===== config.mk =====
export PLATFORM = sky130hd
export DESIGN_NAME = spi_byte_fifo_flat
export DESIGN_NICKNAME = d
export VERILOG_FILES = /design/src/rtl/spi_byte_fifo_pkg.sv /design/src/rtl/spi_byte_fifo_if.sv /design/src/rtl/spi_sync_fifo.sv /design/src/rtl/spi_byte_fifo.sv /design/src/flat_wrapper.sv
export SDC_FILE = /design/constraint.sdc
export NUM_CORES = 1
export LEC_CHECK = 0
export BUFFER_PORTS_ARGS = -buffer_cell sky130_fd_sc_hd__buf_2
export CAP_MARGIN = 15
export CORE_MARGIN = 3
export CORE_UTILIZATION = 45
export CTS_CLUSTER_SIZE = 25
export DETAILED_ROUTE_END_ITERATION = 16
export GPL_ROUTABILITY_DRIVEN = 1
export PLACE_DENSITY = 0.74
export SYNTH_ARGS = -nofsm -noshare
export SYNTH_HDL_FRONTEND = slang
export SYNTH_SLANG_ARGS = --single-unit
export TNS_END_PERCENT = 1

===== constraint.sdc =====
create_clock -name wb_clk_i -period 5.2 [get_ports wb_clk_i]
set_input_delay 0.78 -clock wb_clk_i [delete_from_list [all_inputs] [get_ports wb_clk_i]]
set_output_delay 0.78 -clock wb_clk_i [all_outputs]
set_load 0.01 [all_outputs]

===== src/rtl/spi_byte_fifo_pkg.sv =====
// Shared types for the SPI byte FIFO stage: dispatch FSM encoding, overflow bit
// indices and the default FIFO depth.
package spi_byte_fifo_pkg;

  localparam int DEFAULT_DEPTH = 8;

  localparam int OVF_TX = 0;
  localparam int OVF_RX = 1;

  typedef enum logic [2:0] {
    ST_IDLE       = 3'd0,
    ST_LAUNCH     = 3'd1,
    ST_WAIT_START = 3'd2,
    ST_WAIT_DONE  = 3'd3,
    ST_CAPTURE    = 3'd4
  } fsm_state_e;

endpackage


===== src/rtl/spi_byte_fifo_if.sv =====
// Bus-side and core-side signal bundle of spi_byte_fifo. irq_o exists only when
// SPI_FIFO_IRQ_EN is defined.
interface spi_byte_fifo_if #(
  parameter int DEPTH = spi_byte_fifo_pkg::DEFAULT_DEPTH
);
  import spi_byte_fifo_pkg::*;

  localparam int AW = $clog2(DEPTH);

  // Handshake semantics: tx_push_i / rx_pop_i / core_tx_we_o are one-cycle strobes
  // with no ready return; a strobe counts on the clock edge it is high. A push
  // meets back-pressure only through tx_full_o (a push while full is dropped and
  // flagged), a pop on empty is ignored, and core_txdata_o is valid only in the
  // cycle core_tx_we_o is high.
  logic [7:0]  tx_wdata_i;
  logic        tx_push_i;
  logic        tx_full_o;
  logic        tx_empty_o;
  logic [AW:0] tx_level_o;
  logic [7:0]  rx_rdata_o;
  logic        rx_pop_i;
  logic        rx_empty_o;
  logic        rx_full_o;
  logic [AW:0] rx_level_o;
  logic [1:0]  ovf_o;
  logic        ovf_clr_i;
  logic        flush_i;
  logic        spi_en_i;
  logic        core_busy_i;
  logic        core_tx_we_o;
  logic [7:0]  core_txdata_o;
  logic [7:0]  core_rxdata_i;
  fsm_state_e  fsm_state_o;
`ifdef SPI_FIFO_IRQ_EN
  logic        irq_o;
`endif

  modport slave (
    input  tx_wdata_i, tx_push_i, rx_pop_i, ovf_clr_i, flush_i, spi_en_i,
    input  core_busy_i, core_rxdata_i,
    output tx_full_o, tx_empty_o, tx_level_o, rx_rdata_o, rx_empty_o, rx_full_o,
    output rx_level_o, ovf_o, core_tx_we_o, core_txdata_o, fsm_state_o
`ifdef SPI_FIFO_IRQ_EN
    , output irq_o
`endif
  );

  modport master (
    output tx_wdata_i, tx_push_i, rx_pop_i, ovf_clr_i, flush_i, spi_en_i,
    output core_busy_i, core_rxdata_i,
    input  tx_full_o, tx_empty_o, tx_level_o, rx_rdata_o, rx_empty_o, rx_full_o,
    input  rx_level_o, ovf_o, core_tx_we_o, core_txdata_o, fsm_state_o
`ifdef SPI_FIFO_IRQ_EN
    , input irq_o
`endif
  );

endinterface


===== src/rtl/spi_sync_fifo.sv =====
// 8-bit synchronous FIFO with first-word-fall-through read, level/full/empty and
// a synchronous flush; drop_o pulses when a push is refused because of full.
module spi_sync_fifo #(
  parameter int  DEPTH = 8,
  localparam int AW    = $clog2(DEPTH)
) (
  input  logic        clk,
  input  logic        rst,
  input  logic        flush_i,
  input  logic        push_i,
  input  logic [7:0]  wdata_i,
  input  logic        pop_i,
  output logic [7:0]  rdata_o,
  output logic        full_o,
  output logic        empty_o,
  output logic [AW:0] level_o,
  output logic        drop_o
);

  logic [AW:0] wptr_q, wptr_d;
  logic [AW:0] rptr_q, rptr_d;
  logic [7:0]  mem_q [DEPTH];
  logic [7:0]  mem_d [DEPTH];
  logic        do_push;
  logic        do_pop;

  assign level_o = wptr_q - rptr_q;
  assign empty_o = (level_o == '0);
  assign full_o  = (level_o == (AW + 1)'(DEPTH));
  assign rdata_o = empty_o ? 8'h00 : mem_q[rptr_q[AW-1:0]];

  // A pop frees the head slot this cycle, so a push at full is still accepted.
  assign do_pop  = pop_i && !empty_o;
  assign do_push = push_i && (!full_o || do_pop);

  always_comb begin
    wptr_d = wptr_q;
    rptr_d = rptr_q;
    mem_d  = mem_q;
    drop_o = 1'b0;
    if (flush_i) begin
      wptr_d = '0;
      rptr_d = '0;
    end else begin
      if (do_push) begin
        mem_d[wptr_q[AW-1:0]] = wdata_i;
        wptr_d                = wptr_q + 1'b1;
      end
      if (do_pop) begin
        rptr_d = rptr_q + 1'b1;
      end
      drop_o = push_i && !do_push;
    end
  end

  always_ff @(posedge clk or posedge rst) begin
    if (rst) begin
      wptr_q <= '0;
      rptr_q <= '0;
      for (int i = 0; i < DEPTH; i++) begin
        mem_q[i] <= 8'h00;
      end
    end else begin
      wptr_q <= wptr_d;
      rptr_q <= rptr_d;
      mem_q  <= mem_d;
    end
  end

endmodule


===== src/rtl/spi_byte_fifo.sv =====
// Byte-buffering stage between the SPI register file and the SPI shift core.
// Optional feature macro: SPI_FIFO_IRQ_EN (adds registered irq_o and TX_WM/RX_WM).
module spi_byte_fifo
  import spi_byte_fifo_pkg::*;
#(
  parameter int DEPTH = DEFAULT_DEPTH
`ifdef SPI_FIFO_IRQ_EN
  ,
  parameter int TX_WM = 2,
  parameter int RX_WM = 1
`endif
) (
  input  logic           wb_clk_i,
  input  logic           wb_rst_i,
  spi_byte_fifo_if.slave bus
);

  localparam int AW = $clog2(DEPTH);

  fsm_state_e  state_q, state_d;
  logic [1:0]  ovf_q, ovf_d;

  logic        tx_pop, tx_full, tx_empty, tx_drop;
  logic [7:0]  tx_head;
  logic [AW:0] tx_level;
  logic        rx_push, rx_full, rx_empty, rx_drop;
  logic [7:0]  rx_head;
  logic [AW:0] rx_level;

  assign tx_pop  = (state_q == ST_LAUNCH);
  assign rx_push = (state_q == ST_CAPTURE);

  spi_sync_fifo #(.DEPTH(DEPTH)) u_tx_fifo (
    .clk     (wb_clk_i),
    .rst     (wb_rst_i),
    .flush_i (bus.flush_i),
    .push_i  (bus.tx_push_i),
    .wdata_i (bus.tx_wdata_i),
    .pop_i   (tx_pop),
    .rdata_o (tx_head),
    .full_o  (tx_full),
    .empty_o (tx_empty),
    .level_o (tx_level),
    .drop_o  (tx_drop)
  );

  spi_sync_fifo #(.DEPTH(DEPTH)) u_rx_fifo (
    .clk     (wb_clk_i),
    .rst     (wb_rst_i),
    .flush_i (bus.flush_i),
    .push_i  (rx_push),
    .wdata_i (bus.core_rxdata_i),
    .pop_i   (bus.rx_pop_i),
    .rdata_o (rx_head),
    .full_o  (rx_full),
    .empty_o (rx_empty),
    .level_o (rx_level),
    .drop_o  (rx_drop)
  );

  // No launch while a flush is pending: the head byte would vanish under LAUNCH.
  always_comb begin
    state_d = state_q;
    case (state_q)
      ST_IDLE: begin
        if (!tx_empty && bus.spi_en_i && !bus.core_busy_i && !bus.flush_i) begin
          state_d = ST_LAUNCH;
        end
      end
      ST_LAUNCH:     state_d = ST_WAIT_START;
      ST_WAIT_START: begin
        if (bus.core_busy_i) begin
          state_d = ST_WAIT_DONE;
        end else if (!bus.spi_en_i) begin
          state_d = ST_IDLE;
        end
      end
      ST_WAIT_DONE: begin
        if (!bus.core_busy_i) begin
          state_d = ST_CAPTURE;
        end
      end
      ST_CAPTURE:    state_d = ST_IDLE;
      default:       state_d = ST_IDLE;
    endcase
  end

  // Clear first, then OR in new events so a simultaneous overflow survives.
  always_comb begin
    ovf_d         = bus.ovf_clr_i ? 2'b00 : ovf_q;
    ovf_d[OVF_TX] = ovf_d[OVF_TX] | tx_drop;
    ovf_d[OVF_RX] = ovf_d[OVF_RX] | rx_drop;
  end

  always_ff @(posedge wb_clk_i or posedge wb_rst_i) begin
    if (wb_rst_i) begin
      state_q <= ST_IDLE;
      ovf_q   <= 2'b00;
    end else begin
      state_q <= state_d;
      ovf_q   <= ovf_d;
    end
  end

`ifdef SPI_FIFO_IRQ_EN
  logic irq_q, irq_d;

  always_comb begin
    irq_d = (tx_level <= (AW + 1)'(TX_WM)) || (rx_level >= (AW + 1)'(RX_WM)) || (|ovf_q);
  end

  always_ff @(posedge wb_clk_i or posedge wb_rst_i) begin
    if (wb_rst_i) begin
      irq_q <= 1'b0;
    end else begin
      irq_q <= irq_d;
    end
  end

  assign bus.irq_o = irq_q;
`endif

  assign bus.tx_full_o     = tx_full;
  assign bus.tx_empty_o    = tx_empty;
  assign bus.tx_level_o    = tx_level;
  assign bus.rx_rdata_o    = rx_head;
  assign bus.rx_empty_o    = rx_empty;
  assign bus.rx_full_o     = rx_full;
  assign bus.rx_level_o    = rx_level;
  assign bus.ovf_o         = ovf_q;
  assign bus.core_tx_we_o  = tx_pop;
  assign bus.core_txdata_o = tx_pop ? tx_head : 8'h00;
  assign bus.fsm_state_o   = state_q;

endmodule


===== src/flat_wrapper.sv =====
// flat-port wrapper written by rule: the top's interface ports become plain ports
module spi_byte_fifo_flat import spi_byte_fifo_pkg::*;
#(
  parameter int DEPTH = DEFAULT_DEPTH

)
  (wb_clk_i, wb_rst_i, bus_tx_wdata_i, bus_tx_push_i, bus_rx_pop_i, bus_ovf_clr_i, bus_flush_i, bus_spi_en_i, bus_core_busy_i, bus_core_rxdata_i, bus_tx_full_o, bus_tx_empty_o, bus_tx_level_o, bus_rx_rdata_o, bus_rx_empty_o, bus_rx_full_o, bus_rx_level_o, bus_ovf_o, bus_core_tx_we_o, bus_core_txdata_o, bus_fsm_state_o);
  spi_byte_fifo_if #(.DEPTH(DEPTH)) bus_i ();
  input  logic wb_clk_i;
  input  logic wb_rst_i;
  input wire logic [$bits(bus_i.tx_wdata_i)-1:0] bus_tx_wdata_i;
  input wire logic [$bits(bus_i.tx_push_i)-1:0] bus_tx_push_i;
  input wire logic [$bits(bus_i.rx_pop_i)-1:0] bus_rx_pop_i;
  input wire logic [$bits(bus_i.ovf_clr_i)-1:0] bus_ovf_clr_i;
  input wire logic [$bits(bus_i.flush_i)-1:0] bus_flush_i;
  input wire logic [$bits(bus_i.spi_en_i)-1:0] bus_spi_en_i;
  input wire logic [$bits(bus_i.core_busy_i)-1:0] bus_core_busy_i;
  input wire logic [$bits(bus_i.core_rxdata_i)-1:0] bus_core_rxdata_i;
  output wire logic [$bits(bus_i.tx_full_o)-1:0] bus_tx_full_o;
  output wire logic [$bits(bus_i.tx_empty_o)-1:0] bus_tx_empty_o;
  output wire logic [$bits(bus_i.tx_level_o)-1:0] bus_tx_level_o;
  output wire logic [$bits(bus_i.rx_rdata_o)-1:0] bus_rx_rdata_o;
  output wire logic [$bits(bus_i.rx_empty_o)-1:0] bus_rx_empty_o;
  output wire logic [$bits(bus_i.rx_full_o)-1:0] bus_rx_full_o;
  output wire logic [$bits(bus_i.rx_level_o)-1:0] bus_rx_level_o;
  output wire logic [$bits(bus_i.ovf_o)-1:0] bus_ovf_o;
  output wire logic [$bits(bus_i.core_tx_we_o)-1:0] bus_core_tx_we_o;
  output wire logic [$bits(bus_i.core_txdata_o)-1:0] bus_core_txdata_o;
  output wire logic [$bits(bus_i.fsm_state_o)-1:0] bus_fsm_state_o;
  assign bus_i.tx_wdata_i = bus_tx_wdata_i;
  assign bus_i.tx_push_i = bus_tx_push_i;
  assign bus_i.rx_pop_i = bus_rx_pop_i;
  assign bus_i.ovf_clr_i = bus_ovf_clr_i;
  assign bus_i.flush_i = bus_flush_i;
  assign bus_i.spi_en_i = bus_spi_en_i;
  assign bus_i.core_busy_i = bus_core_busy_i;
  assign bus_i.core_rxdata_i = bus_core_rxdata_i;
  assign bus_tx_full_o = bus_i.tx_full_o;
  assign bus_tx_empty_o = bus_i.tx_empty_o;
  assign bus_tx_level_o = bus_i.tx_level_o;
  assign bus_rx_rdata_o = bus_i.rx_rdata_o;
  assign bus_rx_empty_o = bus_i.rx_empty_o;
  assign bus_rx_full_o = bus_i.rx_full_o;
  assign bus_rx_level_o = bus_i.rx_level_o;
  assign bus_ovf_o = bus_i.ovf_o;
  assign bus_core_tx_we_o = bus_i.core_tx_we_o;
  assign bus_core_txdata_o = bus_i.core_txdata_o;
  assign bus_fsm_state_o = bus_i.fsm_state_o;
  spi_byte_fifo #(.DEPTH(DEPTH)) u_core (.wb_clk_i(wb_clk_i), .wb_rst_i(wb_rst_i), .bus(bus_i));
endmodule

==> results of run 1 <==
==> state kept, by name (all words and copies together) (netlist names) <==
signal and flops:
u_core.u_rx_fifo.mem_q 64, u_core.u_tx_fifo.mem_q 64, u_core.u_rx_fifo.rptr_q 4, u_core.u_rx_fifo.wptr_q 4, u_core.u_tx_fifo.rptr_q 4, u_core.u_tx_fifo.wptr_q 4, u_core.bus.fsm_state_o 3, u_core.bus.ovf_o 2
==> metal layers <==
layer  up-vias  part of all wire
met1      2388              0.44
li1       2078                 -
met2        95              0.51
met3        11             0.045
met5         -                 0
met4         0            0.0095
==> report_power, final <==
part | internal [W] | total (W) | switching, W
logic | 0.000547 | 0.00108 | 0.000533
registers | 0.00137 | 0.00152 | 0.000145
clock network | 0.000790 | 0.00126 | 0.000471
==> stage by stage <==
| step | hold WS [ns] | std cells | area, sq um | total power [W] |
|---|---|---|---|---|
| global placement | 0.472 | 786 | 7920 | 0.00256 |
| finish | 0.504 | 817 | 8520 | 0.00386 |
| detailed placement | 0.489 | 786 | 7920 | 0.00262 |
| CTS | 0.503 | 817 | 8520 | 0.00389 |
| global route | 0.508 | 817 | 8520 | 0.00406 |
| floorplan | 0.459 | 535 | 7480 | 0.00233 |
==> final cells by class <==
| class | instances | area, sq um |
|---|---|---|
| Multi-Input combinational cell | 339 | 3520 |
| Timing Repair Buffer | 62 | 323 |
| Clock inverter | 8 | 124 |
| Fill cell | 1327 | 7540 |
| Clock buffer | 23 | 478 |
| Tap cell | 216 | 270 |
| Inverter | 20 | 80.1 |
| Sequential cell | 149 | 3730 |
==> synthesized netlist by cell type, drive strengths merged, types with 4 or more instances <==
master  number  share of area
a21oi       32          0.022
buf         16          0.016
clkbuf      11         0.0055
dfrtp      149           0.50
ha          10          0.017
inv         17         0.0085
mux2       129           0.21
mux4        32          0.096
nand2       40          0.020
nand2b       5         0.0042
nand3        4         0.0027
nor2        15         0.0082
nor3         4         0.0042
nor4         8          0.021
o21ai       10         0.0067
or3          9         0.0075
or4          8         0.0080
xor2         5         0.0059
==> cell families (layout without fill, tap and decap cells) <==
logic type,Yosys count,after routing,synth area share
AOI/OAI and AO/OA,51,51,0.0398
xor gates and xnor gates,7,7,0.00820
adders and majority gates,12,12,0.0221
buffers and inverters,47,113,0.0316
DFF,149,149,0.499
muxes,163,163,0.307
and+or+nand+nor,106,106,0.0921
==> layout by cell type (no fill, tap or decap), types with 3 or more instances in the layout <==
cell	n
buf_4	5
ha_1	10
nor2_1	13
clkbuf_8	3
nand3b_1	3
bufinv_16	3
dfrtp_1	149
inv_1	16
nand3_1	4
clkbuf_1	3
o21ai_0	10
or3_1	9
clkinv_1	3
mux2_4	28
mux2_2	99
nor3_1	3
nand2b_1	5
xor2_1	5
a21oi_1	31
nand2_1	39
mux4_2	32
buf_2	57
nor4_4	7
or4_1	8
clkbuf_16	17
==> final timing paths <==
check,startpoint,to,cells past startpoint,slack [ns]
worst max register to register,u_core.u_tx_fifo.rptr_q[2],u_core.u_tx_fifo.mem_q[47],7,1.35
worst max-delay path,u_core.u_tx_fifo.rptr_q[2],bus_core_txdata_o[2],8,1.13
worst min register to register,u_core.u_rx_fifo.mem_q[17],u_core.u_rx_fifo.mem_q[17],1,0.50
min in group asynchronous,wb_rst_i,u_core.u_tx_fifo.mem_q[35],2,0.58
max in group asynchronous,wb_rst_i,u_core.u_rx_fifo.mem_q[46],3,3.52
worst min-delay path,u_core.u_rx_fifo.mem_q[17],u_core.u_rx_fifo.mem_q[17],1,0.50
==> results.toml, run 1 <==
[route]
routed_wl_microns = 16100
vias = 4572
drtAntennaViolNets = 0
route.detailed.wl_per_inst_microns = 19.7
via_per_inst = 5.60
drt_pass1_iterations = 4
post-route-drc-count = 0
drtIter0Drc = 365

[die]
pin_count = 58
fp.dieH_microns = 135
die_area_sq_um = 18200
std_cell_rows = 46
die_w_microns = 135
initial_core_util = 0.466
core_sq_um = 16100

[synthesis]
synth.net_count = 571
avgSynthCellArea_sq_um = 14.0
synth_edf_count = 0
ys_ff_latch = 149
postSynth.asyncResetShare = 1.00
yosys_warnings = 0
ys_types = 47
synth_ff_type = "dfrtp_1"
syn_area_sq_um = 7480
ys_seq_area_frac = 0.499
netlist_instances = 535

[setup_path]
start_kind = "register"
crit_slowest_cell = "dfrtp_1"
cp_cell_sequence = "clkinv_1 > ha_1 > xor2_1 > or3_1 > o31ai_2 > buf_4 > a21oi_1 > buf_2"
crit_family = "buffers and inverters"
crit_required_ns = 4.42
critPathArrivalTime_ns = 3.29
path_max_fanout = 14
endpoint_kind = "primary output"
cp_slowest_stage_delay_ns = 0.63
critPathBufInv = 3
critPathKind = "reg2out"

[placement]
gp_congestion = 0.803
place_hpwl_microns = 10500
pre_cts_ws_ns = 1.33
io_buffers = 57

[pwr]
p_leak_nw = 3.94
ir_worst_vdd_mv = 0.293
power_density_nw_per_um2 = 453

[final_layout]
antenna_cells = 0
area_growth_pct = 14.0
nets = 625
drive_gt1_frac = 0.446
finish.utilization = 0.531

[timing]
slew_headroom = 0.265
tns_ns = 0
finClkSkew_ns = 0.00791
hold_viol = 0
finalMaxSlewViolations = 0
setup-violations-final = 0
period_share = 0.784
max_freq_ghz = 0.245
setup_ws_ns = 1.13
rsz0062_at_grt = "false"
finalCriticalPeriod_ns = 4.07
worst_pin_slew_ns = 1.10

[cts]
cts_setup_buffers = 0
clk_path_buf_depth = 2
tritoncts = "done"
cts_buffers = 17
cts_resized = 0
clkTransAtPathRegs_ns = 0.06
cts_root_buffer = "clkbuf_16"
holdBufCountCts = 0
clock_latency_ns = 0.42
clkSinkCount = 149
htree_num_levels = 4

[worst_hold_path]
hp-class = "reg2reg"

[job]
maxCapViolCount = 0

[global_routing]
grt_start_max_net_pins = 115
grtUsageMet2 = 0.317
grt_pass1_vias = 4924
use_met3 = 0.0399
grt_use_met1 = 0.246
grt_use_total = 0.188
overflow = 0
grt_pass1_wl_microns = 26500
top_usage_layer = "met2"
antenna_found_initial = 0

[status]
status = "finished clean"
Note: power is estimated with default switching activity, not from simulation.
==> run 2, diff against run 1 <==
clock period = 4 ns   (was 5.2 ns; I/O delays follow)
==> results.toml, run 2 (synthesis gave the netlist of run 1 again) <==
[die]
die_area_sq_um = 18200
die_w_microns = 135
initial_core_util = 0.466
fp.dieH_microns = 135
pin_count = 58
core_sq_um = 16100
std_cell_rows = 46

[timing]
period_share = 0.916
finClkSkew_ns = 0.00755
worst_pin_slew_ns = 0.822
hold_viol = 0
rsz0062_at_grt = "false"
holdWs_ns = 0.0761
finalMaxSlewViolations = 0
setup_ws_ns = 0.335
setup-violations-final = 0
finalCriticalPeriod_ns = 3.67
tns_ns = 0
slew_headroom = 0.452
max_freq_ghz = 0.273

[setup_path]
crit_slowest_cell = "or3_1"
cp.depth = 9
crit_required_ns = 3.40
cp_cell_sequence = "clkinvlp_4 > ha_1 > inv_1 > fa_1 > or3_1 > o31ai_2 > buf_4 > a21oi_1 > buf_2"
critPathKind = "reg2out"
crit_start = "u_core.u_tx_fifo.wptr_q[0]"
cp_slowest_stage_delay_ns = 0.52
crit_family = "buffers and inverters"
path_max_fanout = 14
endpoint_kind = "primary output"
worstReg2RegStart = "u_core.u_rx_fifo.wptr_q[0]"
critPathArrivalTime_ns = 3.07
r2r_slack_ns = 0.55
r2r_cells = 8
r2r_end = "u_core.u_rx_fifo.mem_q[13]"
critPathBufInv = 4
start_kind = "register"
endpoint = "bus_core_txdata_o[1]"

[placement]
io_buffers = 57
place_hpwl_microns = 10600
pre_cts_ws_ns = 0.354
gp_congestion = 0.788

[final_layout]
finish.utilization = 0.541
area_growth_pct = 16.2
nets = 640
biggestRegsByFlops = "u_core.u_rx_fifo.mem_q x64, u_core.u_tx_fifo.mem_q x64"
drive_gt1_frac = 0.462
layout_commonest_cell = "dfrtp_1"
layout_common_cells = "149 x dfrtp_1, 99 x mux2_2, 57 x buf_2, 39 x nand2_1, 32 x mux4_2"

[pwr]
seq_power_share = 0.380
p_comb_frac = 0.284
p_switching_w = 0.00154
power_switching_share = 0.299
clockPowerShare = 0.336
power.total_w = 0.00516
power_density_nw_per_um2 = 594
ir_worst_vdd_mv = 0.373
p_leak_nw = 4.04
p_int_w = 0.00362

[global_routing]
grt_start_max_net_pins = 81
grt_pass1_wl_microns = 26700
grt_pass1_vias = 4995
antenna_found_initial = 1
overflow = 0
grt_use_total = 0.190

[route]
vias = 4669
post-route-drc-count = 0
via_per_inst = 5.60
drtAntennaViolNets = 0
route.detailed.wl_per_inst_microns = 19.8
drtIter0Drc = 324
drt_pass1_iterations = 4
routed_wl_microns = 16500

[cts]
clkTransAtPathRegs_ns = 0.06
clock_latency_ns = 0.42
tritoncts = "done"
clkSinkCount = 149
cts_buffers = 17
clk_path_buf_depth = 2
htree_num_levels = 4
cts_root_buffer = "clkbuf_16"

[status]
status = "finished clean"

[worst_hold_path]
hp-class = "in2async"

[job]
maxCapViolCount = 0
## run 2: layout make-up
| class | instances | area [sq um] |
|---|---|---|
| Antenna cell | 1 | 2.50 |
| Clock buffer | 23 | 478 |
| Clock inverter | 9 | 164 |
| Fill cell | 1304 | 7370 |
| Inverter | 20 | 82.6 |
| Multi-Input combinational cell | 339 | 3520 |
| Sequential cell | 149 | 3730 |
| Tap cell | 216 | 270 |
| Timing Repair Buffer | 77 | 448 |
## run 2: how the worst min path moves through the flow
stage	from	to	slack, ns
after floorplan	u_core.u_rx_fifo.mem_q[16]	u_core.u_rx_fifo.mem_q[16]	0.46
after global placement	u_core.u_rx_fifo.mem_q[16]	u_core.u_rx_fifo.mem_q[16]	0.47
after detailed placement	u_core.u_rx_fifo.mem_q[32]	u_core.u_rx_fifo.mem_q[32]	0.49
after CTS	wb_rst_i	u_core.u_tx_fifo.rptr_q[3]	0.07
after global routing	wb_rst_i	u_core.u_tx_fifo.rptr_q[1]	0.07
final	wb_rst_i	u_core.u_tx_fifo.rptr_q[1]	0.08
## run 2: layer usage
metal / wire length [microns] / GRT usage / vias to the layer above
li1: - / - / 2089
met1: 7180 / 0.250 / 2453
met2: 8250 / 0.313 / 105
met3: 792 / 0.0428 / 22
met4: 286 / 0.0611 / 0
met5: 0 / 0 / -
## run 2: what timing repair did
item / 4_1_cts / 5_1_grt
buffers inserted: 0 / 1
hold buffers: 0 / 0
resized for setup: 0 / 1
setup endpoints to repair: 0 / 8
## run 2: power groups by stage
stage / Combinational (W) / Clock [W] / Sequential, W
4_1_cts: 0.00148 / 0.00176 / 0.00196
3_5_place_dp: 0.00146 / 0 / 0.00198
6_report: 0.00147 / 0.00173 / 0.00196
5_1_grt: 0.00159 / 0.00182 / 0.00199
2_1_floorplan: 0.00111 / 0 / 0.00192
3_3_place_gp: 0.00141 / 0 / 0.00196
## run 2: per-stage QoR
step | area, sq um | std cells
6_report | 8690 | 834
3_3_place_gp | 8030 | 800
5_1_grt | 8690 | 834
4_1_cts | 8680 | 832
3_5_place_dp | 8030 | 800
2_1_floorplan | 7480 | 535
## run 2: worst register-to-register path: cells and delay by family (launching register included)
kind / cells / cell delay [ns]
mux: 1 / 0.41
fa+ha+maj: 2 / 0.63
flops: 1 / 0.62
xor+xnor: 1 / 0.20
simple gates: 3 / 1.34
buf+inv: 1 / 0.14
